===== src/rtl/otter_mem_arbiter_if.sv =====
// Requester-side bus of the OTTER data-port arbiter.
// The master modport is the requester (CPU LSU or DMA/loader).
// The slave modport is the arbiter.
interface otter_mem_arbiter_if #(
  parameter int ADDR_W = 32,
  parameter int DATA_W = 32
);
  logic              req;
  logic              we;
  logic [ADDR_W-1:0] addr;
  logic [DATA_W-1:0] din;
  logic [1:0]        size;
  logic              sign;
  logic              gnt;
  logic              rvalid;
  logic [DATA_W-1:0] rdata;

  modport master (
    output req, we, addr, din, size, sign,
    input  gnt, rvalid, rdata
  );

  modport slave (
    input  req, we, addr, din, size, sign,
    output gnt, rvalid, rdata
  );
endinterface


===== src/rtl/otter_mem_arbiter.sv =====
// Two-requester arbiter for the OTTER memory data port (port 2).
// M0 is the CPU load/store unit and M1 is the DMA/program loader.
// Writes complete in the grant cycle. A read is granted in IDLE, and its
// sliced data returns in RD_WAIT. During RD_WAIT the address, size and sign
// are held so the memory's combinational slicing stays valid.
// Optional feature: define ARB_ROUND_ROBIN_EN for alternating priority.
// Without it, M0 has fixed priority over M1.
module otter_mem_arbiter #(
  parameter int ADDR_W = 32,
  parameter int DATA_W = 32
) (
  input  logic                clk,
  input  logic                rst,
  otter_mem_arbiter_if.slave  m0,
  otter_mem_arbiter_if.slave  m1,
  output logic [ADDR_W-1:0]   mem_addr2,
  output logic [DATA_W-1:0]   mem_din2,
  output logic                mem_write2,
  output logic                mem_read2,
  output logic [1:0]          mem_size,
  output logic                mem_sign,
  input  logic [DATA_W-1:0]   mem_dout2,
  output logic                busy
);

  typedef enum logic {IDLE, RD_WAIT} state_t;

  state_t            state, next_state;
  logic              owner_q;        // 0 = M0, 1 = M1
  logic [ADDR_W-1:0] addr_q;
  logic [1:0]        size_q;
  logic              sign_q;
  logic [DATA_W-1:0] rdata0_q, rdata1_q;

  logic              any_req;
  logic              win_sel;
  logic              win_we;
  logic [ADDR_W-1:0] win_addr;
  logic [DATA_W-1:0] win_din;
  logic [1:0]        win_size;
  logic              win_sign;
  logic              grant;
  logic              load_start;
  logic              gnt0, gnt1, rvalid0, rvalid1;

`ifdef ARB_ROUND_ROBIN_EN
  logic ptr;  // preferred requester when both request

  // Hand preference to the requester that was not just granted.
  always_ff @(posedge clk or posedge rst) begin
    if (rst)        ptr <= 1'b0;
    else if (grant) ptr <= ~win_sel;
  end

  // Use the pointer only when both requesters are asking.
  always_comb begin
    win_sel = (m0.req && m1.req) ? ptr : m1.req;
  end
`else
  // Use fixed priority: M0 always beats M1.
  always_comb begin
    win_sel = ~m0.req;
  end
`endif

  // Select the winner's payload and decide whether a grant happens now.
  always_comb begin
    any_req    = m0.req | m1.req;
    win_we     = win_sel ? m1.we   : m0.we;
    win_addr   = win_sel ? m1.addr : m0.addr;
    win_din    = win_sel ? m1.din  : m0.din;
    win_size   = win_sel ? m1.size : m0.size;
    win_sign   = win_sel ? m1.sign : m0.sign;
    grant      = (state == IDLE) && any_req && !rst;
    load_start = grant && !win_we;
  end

  // NOTE: state registers use non-blocking assignments so every flop samples pre-edge values.
  // Hold the FSM state and latch the read context when a load is granted.
  always_ff @(posedge clk or posedge rst) begin
    if (rst) begin
      state   <= IDLE;
      owner_q <= 1'b0;
      addr_q  <= '0;
      size_q  <= '0;
      sign_q  <= 1'b0;
    end else begin
      state <= next_state;
      if (load_start) begin
        owner_q <= win_sel;
        addr_q  <= win_addr;
        size_q  <= win_size;
        sign_q  <= win_sign;
      end
    end
  end

  // Keep each requester's last load result until its next load completes.
  always_ff @(posedge clk or posedge rst) begin
    if (rst) begin
      rdata0_q <= '0;
      rdata1_q <= '0;
    end else if (state == RD_WAIT) begin
      if (owner_q) rdata1_q <= mem_dout2;
      else         rdata0_q <= mem_dout2;
    end
  end

  // Compute next state and drive the memory port, grants and read handshake.
  always_comb begin
    // NOTE: every output gets a default first, so no path can infer a latch.
    next_state = state;
    mem_addr2  = '0;
    mem_din2   = '0;
    mem_write2 = 1'b0;
    mem_read2  = 1'b0;
    mem_size   = '0;
    mem_sign   = 1'b0;
    busy       = 1'b0;
    gnt0       = 1'b0;
    gnt1       = 1'b0;
    rvalid0    = 1'b0;
    rvalid1    = 1'b0;
    if (!rst) begin
      case (state)
        IDLE: begin
          if (any_req) begin
            gnt0      = ~win_sel;
            gnt1      = win_sel;
            mem_addr2 = win_addr;
            mem_din2  = win_din;
            mem_size  = win_size;
            mem_sign  = win_sign;
            if (win_we) begin
              mem_write2 = 1'b1;
            end else begin
              mem_read2  = 1'b1;
              next_state = RD_WAIT;
            end
          end
        end
        RD_WAIT: begin
          mem_addr2  = addr_q;
          mem_size   = size_q;
          mem_sign   = sign_q;
          busy       = 1'b1;
          rvalid0    = ~owner_q;
          rvalid1    = owner_q;
          next_state = IDLE;
        end
        default: next_state = IDLE;
      endcase
    end
  end

  assign m0.gnt    = gnt0;
  assign m1.gnt    = gnt1;
  assign m0.rvalid = rvalid0;
  assign m1.rvalid = rvalid1;
  // Read data passes straight through in RD_WAIT, then the held copy is used.
  assign m0.rdata  = rvalid0 ? mem_dout2 : rdata0_q;
  assign m1.rdata  = rvalid1 ? mem_dout2 : rdata1_q;

endmodule

===== src/flat_wrapper.sv =====
// flat-port wrapper written by rule: the top's interface ports become plain ports
module otter_mem_arbiter_flat 
#(
  parameter int ADDR_W = 32,
  parameter int DATA_W = 32
)
  (clk, rst, mem_addr2, mem_din2, mem_write2, mem_read2, mem_size, mem_sign, mem_dout2, busy, m0_req, m0_we, m0_addr, m0_din, m0_size, m0_sign, m0_gnt, m0_rvalid, m0_rdata, m1_req, m1_we, m1_addr, m1_din, m1_size, m1_sign, m1_gnt, m1_rvalid, m1_rdata);
  otter_mem_arbiter_if #(.ADDR_W(ADDR_W), .DATA_W(DATA_W)) m0_i ();
  otter_mem_arbiter_if #(.ADDR_W(ADDR_W), .DATA_W(DATA_W)) m1_i ();
  input  logic clk;
  input  logic rst;
  output logic [ADDR_W-1:0] mem_addr2;
  output logic [DATA_W-1:0] mem_din2;
  output logic mem_write2;
  output logic mem_read2;
  output logic [1:0] mem_size;
  output logic mem_sign;
  input  logic [DATA_W-1:0] mem_dout2;
  output logic busy;
  input wire logic [$bits(m0_i.req)-1:0] m0_req;
  input wire logic [$bits(m0_i.we)-1:0] m0_we;
  input wire logic [$bits(m0_i.addr)-1:0] m0_addr;
  input wire logic [$bits(m0_i.din)-1:0] m0_din;
  input wire logic [$bits(m0_i.size)-1:0] m0_size;
  input wire logic [$bits(m0_i.sign)-1:0] m0_sign;
  output wire logic [$bits(m0_i.gnt)-1:0] m0_gnt;
  output wire logic [$bits(m0_i.rvalid)-1:0] m0_rvalid;
  output wire logic [$bits(m0_i.rdata)-1:0] m0_rdata;
  input wire logic [$bits(m1_i.req)-1:0] m1_req;
  input wire logic [$bits(m1_i.we)-1:0] m1_we;
  input wire logic [$bits(m1_i.addr)-1:0] m1_addr;
  input wire logic [$bits(m1_i.din)-1:0] m1_din;
  input wire logic [$bits(m1_i.size)-1:0] m1_size;
  input wire logic [$bits(m1_i.sign)-1:0] m1_sign;
  output wire logic [$bits(m1_i.gnt)-1:0] m1_gnt;
  output wire logic [$bits(m1_i.rvalid)-1:0] m1_rvalid;
  output wire logic [$bits(m1_i.rdata)-1:0] m1_rdata;
  assign m0_i.req = m0_req;
  assign m0_i.we = m0_we;
  assign m0_i.addr = m0_addr;
  assign m0_i.din = m0_din;
  assign m0_i.size = m0_size;
  assign m0_i.sign = m0_sign;
  assign m0_gnt = m0_i.gnt;
  assign m0_rvalid = m0_i.rvalid;
  assign m0_rdata = m0_i.rdata;
  assign m1_i.req = m1_req;
  assign m1_i.we = m1_we;
  assign m1_i.addr = m1_addr;
  assign m1_i.din = m1_din;
  assign m1_i.size = m1_size;
  assign m1_i.sign = m1_sign;
  assign m1_gnt = m1_i.gnt;
  assign m1_rvalid = m1_i.rvalid;
  assign m1_rdata = m1_i.rdata;
  otter_mem_arbiter #(.ADDR_W(ADDR_W), .DATA_W(DATA_W)) u_core (.clk(clk), .rst(rst), .m0(m0_i), .m1(m1_i), .mem_addr2(mem_addr2), .mem_din2(mem_din2), .mem_write2(mem_write2), .mem_read2(mem_read2), .mem_size(mem_size), .mem_sign(mem_sign), .mem_dout2(mem_dout2), .busy(busy));
endmodule

===== config.mk =====
export PLATFORM = sky130hd
export DESIGN_NAME = otter_mem_arbiter_flat
export DESIGN_NICKNAME = d
export VERILOG_FILES = /design/src/rtl/otter_mem_arbiter_if.sv /design/src/rtl/otter_mem_arbiter.sv /design/src/flat_wrapper.sv
export SDC_FILE = /design/constraint.sdc
export NUM_CORES = 1
export LEC_CHECK = 0
export BUFFER_PORTS_ARGS = -buffer_cell sky130_fd_sc_hd__buf_2
export CORE_MARGIN = 8
export CORE_UTILIZATION = 45
export CTS_CLUSTER_DIAMETER = 200
export DETAILED_ROUTE_END_ITERATION = 6
export GPL_ROUTABILITY_DRIVEN = 0
export PLACE_DENSITY_LB_ADDON = 0.25
export SKIP_CTS_REPAIR_TIMING = 1
export SYNTH_ARGS = -nofsm -noshare
export SYNTH_HDL_FRONTEND = slang
export SYNTH_SLANG_ARGS = --single-unit

===== constraint.sdc =====
create_clock -name clk -period 4.15 [get_ports clk]
set_clock_uncertainty 0.05 [all_clocks]
set_input_delay 0.83 -clock clk [delete_from_list [all_inputs] [get_ports clk]]
set_output_delay 0.83 -clock clk [all_outputs]
set_load 0.02 [all_outputs]

==> out/metrics.cfg <==
[run_status]
status = complete, no violations

[timing]
max_freq_mhz = 296.7
setup_viol = 0
max_slew_margin_pct = 34.19
hold_viol = 0
finalMaxSlewViolations = 0
post-route-period-util_pct = 81.21
fin_crit_ps = 3370
worst_pin_slew_ps = 987.2
rsz0062_at_grt = no
tns_ps = 0

[flow_run]
drv_cap = 0

[grt]
grt.overflow.total = 0
antenna_found_initial = 1
grt_max_degree = 81
grt_pass1_wl_mm = 27.99
track_usage_pct = 21.92
grt_pass1_vias = 5411

[final_layout]
final_common_cell = buf_2
final_cell_mix = buf_2 (309), mux2_2 (181), dfrtp_1 (101)
finalNonFillerCells = 897
drive_above_1_share_pct = 71.41
finalNetCount = 892
area_growth_pct = 34.15
final_util_pct = 60.96

[hold_path]
min_path_type = reg -> reg
hold_depth = 1

[routing]
wirelength_mm = 18.01
met1_length_mm = 6.074
antenna_left = 0
vias = 4707
vias_per_cell = 5.247
route.met3.wl_mm = 1.200
initialDrtViolationCount = 154
highest_layer = met4
wl_met2_mm = 9.874
drtPass1Iterations = 4
wire_per_inst_um = 20.08
drc = 0

[die]
die_w_um = 128.2
pin_count = 310
core_area_mm2 = 0.01247
die-area_mm2 = 0.01643
num_rows = 41
die_h_um = 128.2
initial_utilization_pct = 45.44

[clock_tree]
clock_sinks = 101
cts_tree = yes
cts.htree.levels = 3
clkLatencyLatePin_ps = 330
cts_made_buffers = 9
path_clk_slew_ps = 60
clock_path_buffers = 2
clock-root-buffer = clkbuf_16

[power_and_ir_drop]
vdd_drop_max_uv = 297.1
power_mw = 4.240
cellLeakagePower_nw = 3.782
pwr_density_cell_mw_per_mm2 = 558.0

[critical_path]
critPathLaunch = m0_req
cp_max_fo = 42
reg2reg_from = u_core.state
r2r_cells = 4
startpoint_type = input port
r2r_slack_ps = 2190
timing.rr.end = u_core.addr_q[22]
timing_worst_setup_path_type = in -> out
arrival_ps = 2490
crit_end = mem_din2[29]
setup.worst_path.end_class = output port
crit_required_ps = 3270

[logic_synthesis]
synthCells = 426
synth.distinct_cells = 24
synth_area_mm2 = 0.005664
synth-seq-cells = 101
seq_area_frac_synth_pct = 44.62
yosysWarnings = 0
syn-num-nets = 598
avgSynthCellArea_um2 = 13.30

[placement]
dp_cells = 881
dp_hpwl_mm = 14.14
port_buffers = 309

synthesized netlist by cell type:
master,number,area [um^2]
clkbuf_1,7,26.28
buf_2,20,100.1
nor4b_2,1,15.01
inv_1,5,18.77
mux2_2,181,2038
o21ai_0,2,10.01
nor2b_1,1,6.260
a21oi_2,1,8.760
buf_1,4,15.01
nand2_1,3,11.26
nor2_1,4,15.01
o22ai_1,1,6.260
nand2b_1,1,6.260
and2_1,2,12.51
or2_2,1,6.260
nand2_2,1,6.260
mux2_1,15,168.9
buf_4,1,7.510
or3b_1,1,8.760
dfrtp_1,101,2527
a21o_1,1,7.510
a22o_1,66,578.1
mux2i_1,3,30.03
buf_6,3,33.78
cells by family (layout without fill, tap and decap cells):
kind of cell           count (synthesis)  in the layout  share of synthesized area [%]
multiplexers                         199            199                          39.50
flip-flops                           101            101                          44.62
AO/OA/AOI/OAI                         71             71                          10.78
buffers and inverters                 40            338                          3.557
AND/OR/NAND/NOR                       15             15                          1.546
other                                  0              1                              0
metrics by stage:
step                      hold slack (ps)  cell area (um^2)  worst slack (ps)
after floorplan                     408.5              5664             622.9
after global placement              422.3              7335             800.0
after detailed placement            429.5              7335             750.8
after CTS                           443.2              7596             747.2
after global routing                463.1              7599             665.7
final                               438.7              7599             780.0
cell type report:
| class | count | area [um^2] |
|---|---|---|
| timing repair buffer | 318 | 1614 |
| clock buffer | 14 | 254.0 |
| inverter | 5 | 21.27 |
| fill | 1025 | 4867 |
| antenna | 1 | 2.502 |
| clock inverter | 1 | 7.507 |
| multi-input combinational | 285 | 2957 |
| tap | 172 | 215.2 |
| sequential | 101 | 2527 |
flip-flops by register name (all words and copies together) (netlist names):
register         flops
u_core.state         1
u_core.sign_q        1
u_core.size_q        2
u_core.addr_q       32
u_core.rdata1_q     32
u_core.owner_q       1
u_core.rdata0_q     32
critical path, cell delays in order:
cell    delay (ps)
buf_2          670
and2_1         230
buf_4          300
a22o_1         230
buf_2          200
report_power, final:
| part | switching, mW | internal, mW | total [mW] | leakage (nW) |
|---|---|---|---|---|
| Clock | 0.338 | 0.421 | 0.759 | 0.123 |
| Combinational | 1.00 | 0.894 | 1.90 | 2.47 |
| Sequential | 0.206 | 1.38 | 1.58 | 1.18 |
per-layer routing:
metal | GRT usage [%] | vias up
met1 | 20.50 | 2285
li1 | - | 2189
met4 | 14.34 | 0
met3 | 6.032 | 41
met2 | 40.89 | 192
met5 | 0 | -
how the worst min path moves through the flow:
stage / slack [ps] / startpoint / end
detailed placement: 430 / u_core.addr_q[11] / u_core.addr_q[11]
floorplan: 410 / u_core.addr_q[0] / u_core.addr_q[0]
global route: 460 / u_core.addr_q[5] / u_core.addr_q[5]
global placement: 420 / u_core.addr_q[11] / u_core.addr_q[11]
finish: 440 / u_core.addr_q[7] / u_core.addr_q[7]
CTS: 440 / u_core.addr_q[11] / u_core.addr_q[11]
Note: power is estimated with default switching activity, not from simulation.
